File: config.mk
export PLATFORM = sky130hd
export DESIGN_NAME = imm_gen_pipe
export DESIGN_NICKNAME = d
export VERILOG_FILES = /design/src/rtl/imm_pkg.sv /design/src/rtl/imm_decode.sv /design/src/rtl/imm_gen_pipe.sv
export SDC_FILE = /design/constraint.sdc
export NUM_CORES = 1
export LEC_CHECK = 0
export BUFFER_PORTS_ARGS = -buffer_cell sky130_fd_sc_hd__buf_2
export CAP_MARGIN = 20
export CORE_MARGIN = 5
export CORE_UTILIZATION = 45
export CTS_BUF_LIST = sky130_fd_sc_hd__clkbuf_4
export DETAILED_ROUTE_END_ITERATION = 6
export PLACE_DENSITY = 0.65
export SYNTH_ARGS = -nofsm -noshare
export SYNTH_HDL_FRONTEND = slang
export SYNTH_SLANG_ARGS = --single-unit
File: constraint.sdc
create_clock -name clk -period 5.4 [get_ports clk]
set_input_delay 1.08 -clock clk [delete_from_list [all_inputs] [get_ports clk]]
set_output_delay 1.08 -clock clk [all_outputs]
set_load 0.02 [all_outputs]
File: src/rtl/imm_pkg.sv
// Shared types and opcode constants for the RISC-V immediate generator.
// Latency: n/a (declarations only).
// Backpressure: n/a.
package imm_pkg;

    // Immediate format of a decoded instruction; FMT_ILL marks unknown opcodes.
    typedef enum logic [2:0] {
        FMT_R   = 3'd0,
        FMT_I   = 3'd1,
        FMT_S   = 3'd2,
        FMT_B   = 3'd3,
        FMT_U   = 3'd4,
        FMT_J   = 3'd5,
        FMT_ILL = 3'd7
    } fmt_e;

    localparam logic [6:0] OP_LOAD   = 7'b0000011;
    localparam logic [6:0] OP_IMM    = 7'b0010011;
    localparam logic [6:0] OP_IMM32  = 7'b0011011;
    localparam logic [6:0] OP_JALR   = 7'b1100111;
    localparam logic [6:0] OP_SYSTEM = 7'b1110011;
    localparam logic [6:0] OP_STORE  = 7'b0100011;
    localparam logic [6:0] OP_BRANCH = 7'b1100011;
    localparam logic [6:0] OP_LUI    = 7'b0110111;
    localparam logic [6:0] OP_AUIPC  = 7'b0010111;
    localparam logic [6:0] OP_JAL    = 7'b1101111;
    localparam logic [6:0] OP_REG    = 7'b0110011;
    localparam logic [6:0] OP_REG32  = 7'b0111011;

    // The buffer entry is {imm, fmt, illegal}. Its imm field is XLEN wide,
    // so each user declares entry_t locally against its own XLEN.

endpackage

File: src/rtl/imm_decode.sv
// Combinational decode of a 32-bit instruction into a sign-extended immediate and format.
// Latency: 0 cycles (pure combinational).
// Backpressure: none; the caller decides when the result is captured.
module imm_decode
    import imm_pkg::*;
#(
    parameter int XLEN = 32
) (
    input  logic [31:0]     inst,
    output logic [XLEN-1:0] imm,
    output fmt_e            fmt,
    output logic            illegal
);

    localparam bit RV64 = (XLEN == 64);

    logic [6:0]  opc;
    logic [2:0]  funct3;
    logic        is_shift;
    logic [31:0] i_imm;
    logic [31:0] raw;

    assign opc      = inst[6:0];
    assign funct3   = inst[14:12];
    assign is_shift = (funct3 == 3'b001) || (funct3 == 3'b101);
    assign i_imm    = {{20{inst[31]}}, inst[31:20]};

    // Every format is first assembled as a 32-bit value already sign-extended
    // to bit 31; shift amounts keep bit 31 clear so the final widening leaves them positive.
    always_comb begin
        fmt = FMT_ILL;
        raw = 32'd0;
        case (opc)
            OP_LOAD, OP_JALR, OP_SYSTEM: begin
                fmt = FMT_I;
                raw = i_imm;
            end
            OP_IMM: begin
                fmt = FMT_I;
                if (is_shift)
                    raw = RV64 ? {26'd0, inst[25:20]} : {27'd0, inst[24:20]};
                else
                    raw = i_imm;
            end
            OP_IMM32: begin
                if (RV64) begin
                    fmt = FMT_I;
                    raw = is_shift ? {27'd0, inst[24:20]} : i_imm;
                end
            end
            OP_STORE: begin
                fmt = FMT_S;
                raw = {{20{inst[31]}}, inst[31:25], inst[11:7]};
            end
            OP_BRANCH: begin
                fmt = FMT_B;
                raw = {{19{inst[31]}}, inst[31], inst[7], inst[30:25], inst[11:8], 1'b0};
            end
            OP_LUI, OP_AUIPC: begin
                fmt = FMT_U;
                raw = {inst[31:12], 12'd0};
            end
            OP_JAL: begin
                fmt = FMT_J;
                raw = {{11{inst[31]}}, inst[31], inst[19:12], inst[20], inst[30:21], 1'b0};
            end
            OP_REG: begin
                fmt = FMT_R;
            end
            OP_REG32: begin
                if (RV64)
                    fmt = FMT_R;
            end
            default: begin
                fmt = FMT_ILL;
            end
        endcase
    end

    // Widen to XLEN by replicating bit 31.
    always_comb begin
        imm     = XLEN'($signed(raw));
        illegal = (fmt == FMT_ILL);
    end

endmodule

File: src/rtl/imm_gen_pipe.sv
// Immediate generator: decodes each accepted instruction and queues {imm, fmt, illegal} in a DEPTH-entry FIFO.
// Latency: 1 cycle from acceptance to out_valid when the buffer is empty.
// Backpressure: in_ready derives from the registered count only; a full buffer refuses pushes even on a pop cycle.
module imm_gen_pipe
    import imm_pkg::*;
#(
    parameter int XLEN  = 32,
    parameter int DEPTH = 2
) (
    input  logic            clk,
    input  logic            rst,
    input  logic            in_valid,
    output logic            in_ready,
    input  logic [31:0]     inst,
    output logic            out_valid,
    input  logic            out_ready,
    output logic [XLEN-1:0] imm_out,
    output fmt_e            imm_fmt,
    output logic            illegal
);

    typedef struct packed {
        logic [XLEN-1:0] imm;
        fmt_e            fmt;
        logic            illegal;
    } entry_t;

    logic [XLEN-1:0] dec_imm;
    fmt_e            dec_fmt;
    logic            dec_ill;
    entry_t          dec_entry;

    // Storage is always two slots; with DEPTH=1 the pointers never leave slot 0.
    entry_t          mem [2];
    entry_t          last_q;
    entry_t          head;
    logic [1:0]      count;
    logic [1:0]      count_nxt;
    logic            wr_ptr;
    logic            rd_ptr;
    logic            in_ready_q;
    logic            push;
    logic            pop;

    imm_decode #(.XLEN(XLEN)) u_dec (
        .inst    (inst),
        .imm     (dec_imm),
        .fmt     (dec_fmt),
        .illegal (dec_ill)
    );

    function automatic logic ptr_inc(input logic p);
        return (DEPTH == 1) ? 1'b0 : ~p;
    endfunction

    assign dec_entry = '{imm: dec_imm, fmt: dec_fmt, illegal: dec_ill};
    assign out_valid = (count != 2'd0);
    assign in_ready  = in_ready_q;
    assign push      = in_valid && in_ready_q;
    assign pop       = out_valid && out_ready;

    // Occupancy after this cycle's push/pop.
    always_comb begin
        count_nxt = count + 2'(push) - 2'(pop);
    end

    // Control state: count, pointers, registered ready and the last popped entry.
    always_ff @(posedge clk) begin
        if (rst) begin
            count      <= 2'd0;
            wr_ptr     <= 1'b0;
            rd_ptr     <= 1'b0;
            in_ready_q <= 1'b1;
            last_q     <= '{imm: '0, fmt: FMT_R, illegal: 1'b0};
        end else begin
            count      <= count_nxt;
            in_ready_q <= (count_nxt < 2'(DEPTH));
            if (push)
                wr_ptr <= ptr_inc(wr_ptr);
            if (pop) begin
                rd_ptr <= ptr_inc(rd_ptr);
                last_q <= mem[rd_ptr];
            end
        end
    end

    // Entry storage; contents need no reset because count gates visibility.
    always_ff @(posedge clk) begin
        if (push && !rst)
            mem[wr_ptr] <= dec_entry;
    end

    // An empty buffer keeps presenting the most recently popped entry.
    always_comb begin
        head = out_valid ? mem[rd_ptr] : last_q;
    end

    assign imm_out = head.imm;
    assign imm_fmt = head.fmt;
    assign illegal = head.illegal;

endmodule

==> flow_summary.html <==
<table>
<tr><th>Metric</th><th>Value</th></tr>
<tr><th colspan="2">Clock tree</th></tr>
<tr><td>Deepest level of the CTS H-tree</td><td>4</td></tr>
<tr><td>Number of hold buffers added after CTS</td><td>0</td></tr>
<tr><td>Clock buffer depth</td><td>2</td></tr>
<tr><td>Clock sinks</td><td>114</td></tr>
<tr><td>CTS tree</td><td>yes</td></tr>
<tr><td>Total of cells resized after clock tree synthesis</td><td>0</td></tr>
<tr><td>Register clock-pin slew on the reported worst setup and hold paths</td><td>0.09 ns</td></tr>
<tr><td>Root buffer selected by CTS</td><td>sky130_fd_sc_hd__clkbuf_4</td></tr>
<tr><td>Worst-skew pair later-pin latency</td><td>0.50 ns</td></tr>
<tr><td>Number of buffers added by the clock tree synthesis step</td><td>17</td></tr>
<tr><td>Number of buffers added for setup after CTS</td><td>0</td></tr>
<tr><th colspan="2">GRT</th></tr>
<tr><td>Global route total overflow</td><td>0</td></tr>
<tr><td>Via count of the first global-routing pass</td><td>3,279</td></tr>
<tr><td>Total global routing track utilization</td><td>0.1615</td></tr>
<tr><td>Global-route wire length before repair</td><td>16.49 mm</td></tr>
<tr><td>Antenna violations before repair</td><td>1</td></tr>
<tr><td>Maximum number of pins on one net before global-route repair</td><td>75</td></tr>
<tr><th colspan="2">Timing</th></tr>
<tr><td>Final worst path period need</td><td>3.314 ns</td></tr>
<tr><td>RSZ-0062 raised after global routing</td><td>no</td></tr>
<tr><td>Final setup viols</td><td>0</td></tr>
<tr><td>Share of the cycle needed by the critical path after routing</td><td>0.6136</td></tr>
<tr><td>Pins Over Slew Limit</td><td>0</td></tr>
<tr><td>Tightest Pin Transition</td><td>0.8542 ns</td></tr>
<tr><td>Post-route clock skew</td><td>0.009884 ns</td></tr>
<tr><td>Rel. slew slack</td><td>0.4284</td></tr>
<tr><td>Maximum achievable frequency</td><td>301.8 MHz</td></tr>
<tr><td>Setup tns final</td><td>0 ns</td></tr>
<tr><td>Smallest hold slack</td><td>0.5023 ns</td></tr>
<tr><td>Hold Violations, Final</td><td>0</td></tr>
<tr><th colspan="2">Critical path</th></tr>
<tr><td>Setup crit start kind</td><td>flop</td></tr>
<tr><td>R2R cell count</td><td>10</td></tr>
<tr><td>Maximum net fanout on the critical path</td><td>58</td></tr>
<tr><td>Endpoint of the most critical register-to-register path</td><td>in_ready</td></tr>
<tr><td>Element type at the critical path end</td><td>output port</td></tr>
<tr><td>Classification of the worst setup path</td><td>flop to output port</td></tr>
<tr><td>Critical path data arrival time</td><td>2.23 ns</td></tr>
<tr><td>Reg2reg setup slack</td><td>2.36 ns</td></tr>
<tr><td>WP data required</td><td>4.32 ns</td></tr>
<tr><td>Worst reg2reg path startpoint</td><td>count[1]</td></tr>
<tr><td>Origin of the worst setup path</td><td>count[1]</td></tr>
<tr><th colspan="2">Finish</th></tr>
<tr><td>Net count of the finished layout</td><td>544</td></tr>
<tr><td>Share of layout cells above drive strength 1</td><td>0.2331</td></tr>
<tr><td>Signed area change from the synthesized netlist to the final layout</td><td>13.79%</td></tr>
<tr><th colspan="2">Route</th></tr>
<tr><td># DRC</td><td>0</td></tr>
<tr><td>Antenna Violating Nets Remaining</td><td>0</td></tr>
<tr><td>Length of the first detailed-routing pass in iterations</td><td>4</td></tr>
<tr><td>Via total after detailed routing</td><td>3,480</td></tr>
<tr><td>Avg WL per Cell</td><td>15.30 um</td></tr>
<tr><td>Drt total wl</td><td>10.10 mm</td></tr>
<tr><td>Average via count per standard cell</td><td>5.273</td></tr>
<tr><td>Starting DRC count in detailed routing</td><td>264</td></tr>
<tr><th colspan="2">Worst hold path</th></tr>
<tr><td>Number of cells on the worst hold path</td><td>2</td></tr>
<tr><td>Capture endpoint of the worst hold path</td><td>last_q[29]</td></tr>
<tr><td>Startpoint of the worst hold path</td><td>last_q[29]</td></tr>
<tr><td>Kind of path behind the tightest hold check</td><td>flop to flop</td></tr>
<tr><th colspan="2">Synth</th></tr>
<tr><td>Yosys top cell area share</td><td>0.4316</td></tr>
<tr><td>Proportion of synthesized chip area in sequential cells</td><td>0.5994</td></tr>
<tr><td>Net Count, Synth</td><td>479</td></tr>
<tr><td>Cell type with the highest aggregate area in the netlist</td><td>sky130_fd_sc_hd__edfxtp_1</td></tr>
<tr><td>Fraction of synthesis flops using an asynchronous set or reset pin</td><td>0</td></tr>
<tr><td>Number of synthesized flops with an enable pin</td><td>72</td></tr>
<tr><td>Main area contributors after synthesis</td><td>sky130_fd_sc_hd__edfxtp_1 (43%), sky130_fd_sc_hd__dfxtp_1 (17%), sky130_fd_sc_hd__mux2i_1 (7.4%), sky130_fd_sc_hd__nor2_1 (6.2%), sky130_fd_sc_hd__a211oi_1 (5.4%)</td></tr>
<tr><td>Post-Syn Area</td><td>5010 sq um</td></tr>
<tr><td>Yosys warnings</td><td>0</td></tr>
<tr><td>#FFs+latches synth</td><td>114</td></tr>
<tr><td>Mean instance size in the synthesized netlist</td><td>11.36 sq um</td></tr>
<tr><td>Synth cell types</td><td>50</td></tr>
<tr><td>Top flip-flop cell by instance count after synthesis</td><td>sky130_fd_sc_hd__edfxtp_1</td></tr>
<tr><td>Post-synthesis cell count</td><td>441</td></tr>
<tr><th colspan="2">Power and ir drop</th></tr>
<tr><td>Total leakage power</td><td>2.171 nW</td></tr>
<tr><td>VDD IR max</td><td>249.6 uV</td></tr>
<tr><td>Power density over cell area</td><td>534.6 nW/um^2</td></tr>
<tr><th colspan="2">Floorplan</th></tr>
<tr><td>Chip width</td><td>115.5 um</td></tr>
<tr><td>Initial cell density of the core</td><td>0.4601</td></tr>
<tr><td>Die footprint</td><td>13,340 sq um</td></tr>
<tr><td>Number of core rows</td><td>38</td></tr>
<tr><td>Floorplan die height</td><td>115.5 um</td></tr>
<tr><td>Num ports</td><td>74</td></tr>
<tr><td>Total core area</td><td>10,890 sq um</td></tr>
<tr><th colspan="2">Place</th></tr>
<tr><td>Half-perimeter wire length after placement</td><td>6.576 mm</td></tr>
<tr><td>Weighted congestion at the end of routability-driven global placement</td><td>0.7784</td></tr>
<tr><td>Total of buffers placed on input and output ports</td><td>73</td></tr>
<tr><th colspan="2">Outcome</th></tr>
<tr><td>Run status</td><td>complete, no violations</td></tr>
<tr><th colspan="2">Job</th></tr>
<tr><td>Number of maximum-capacitance constraint violations</td><td>0</td></tr>
</table>
[flip-flops by register name (all words and copies together), names as in the netlist, named ones only]
| register | count |
|---|---|
| last_q | 36 |
| mem | 72 |
| count | 2 |
| rd_ptr | 1 |
| wr_ptr | 1 |
| in_ready | 1 |
[how the worst max path moves through the flow]
stage	to	slack, ns	depth (start not counted)
3_3_place_gp	in_ready	2.44	10
3_5_place_dp	in_ready	2.35	10
5_1_grt	imm_out[2]	1.90	5
6_report	imm_out[2]	2.09	5
4_1_cts	imm_out[2]	2.07	5
2_1_floorplan	mem[0][0]	0.96	3
[logic make-up (layout without fill, tap and decap cells)]
kind of cell,count (synthesis),after routing,share of synthesized area
buffers and inverters,36,114,0.03821
and+or+nand+nor,147,147,0.1379
DFF,114,114,0.5994
AOI/OAI and AO/OA,100,100,0.1369
xor gates and xnor gates,5,5,0.008743
other,0,1,0
adders and majority gates,2,2,0.004994
muxes,37,37,0.07393
[report_power, final]
group | switching [W] | internal (W)
sequential | 0.0000671 | 0.00107
clock | 0.000287 | 0.000297
combinational | 0.000885 | 0.000441
[layout by cell type, fill, tap and decap left out, drive strengths merged, types with 8 or more instances in the layout]
cell type,instances
nor2,84
a21o,8
and2,8
nand3,15
clkbuf,23
edfxtp,72
a21oi,38
a211oi,37
mux2i,37
dfxtp,42
nand2,16
buf,78
[Yosys cell counts, types with 4 or more instances]
cell type                  instances
sky130_fd_sc_hd__nand2_1          15
sky130_fd_sc_hd__clkbuf_1         10
sky130_fd_sc_hd__buf_4             4
sky130_fd_sc_hd__edfxtp_1         72
sky130_fd_sc_hd__a32o_1            4
sky130_fd_sc_hd__mux2i_1          37
sky130_fd_sc_hd__a211oi_1         36
sky130_fd_sc_hd__inv_1             4
sky130_fd_sc_hd__and2_1            8
sky130_fd_sc_hd__a21oi_1          37
sky130_fd_sc_hd__nor2_1           83
sky130_fd_sc_hd__buf_2            15
sky130_fd_sc_hd__dfxtp_1          42
sky130_fd_sc_hd__a21o_1            8
sky130_fd_sc_hd__nand3_1          15
[metal layers]
metal | vias to the layer above | global-route usage | part of all wire
li1 | 1750 | - | -
met4 | 0 | 0.06729 | 0.015
met3 | 14 | 0.05170 | 0.064
met2 | 94 | 0.2419 | 0.46
met5 | - | 0 | 0
met1 | 1622 | 0.2173 | 0.46
[through the flow]
| stage | instance area, sq um | utilization | power, W | setup WS (ns) | std cells |
|---|---|---|---|---|---|
| after detailed placement | 5436 | 0.4993 | 0.002502 | 2.346 | 627 |
| final | 5700 | 0.5236 | 0.003048 | 2.086 | 660 |
| after CTS | 5698 | 0.5233 | 0.003087 | 2.074 | 659 |
| after floorplan | 5010 | - | 0.002120 | 0.9639 | 441 |
| after global placement | 5416 | 0.4975 | 0.002469 | 2.444 | 626 |
| after global routing | 5700 | 0.5236 | 0.003259 | 1.896 | 660 |
[final cells by class]
| class | count | area [sq um] |
|---|---|---|
| antenna | 1 | 2.502 |
| clock buffer | 23 | 172.7 |
| clock inverter | 9 | 88.84 |
| fill | 988 | 5187 |
| inverter | 4 | 15.01 |
| multi-input combinational | 291 | 1827 |
| sequential | 114 | 3004 |
| tap | 140 | 175.2 |
| timing repair buffer | 78 | 415.4 |
[critical path, stage by stage (launching register included)]
cell and delay (ns):
sky130_fd_sc_hd__dfxtp_1 0.34, sky130_fd_sc_hd__or2_2 0.29, sky130_fd_sc_hd__buf_4 0.52, sky130_fd_sc_hd__nor2_1 0.09, sky130_fd_sc_hd__a21oi_1 0.24, sky130_fd_sc_hd__buf_2 0.22
(Power assumes the default switching activity.)
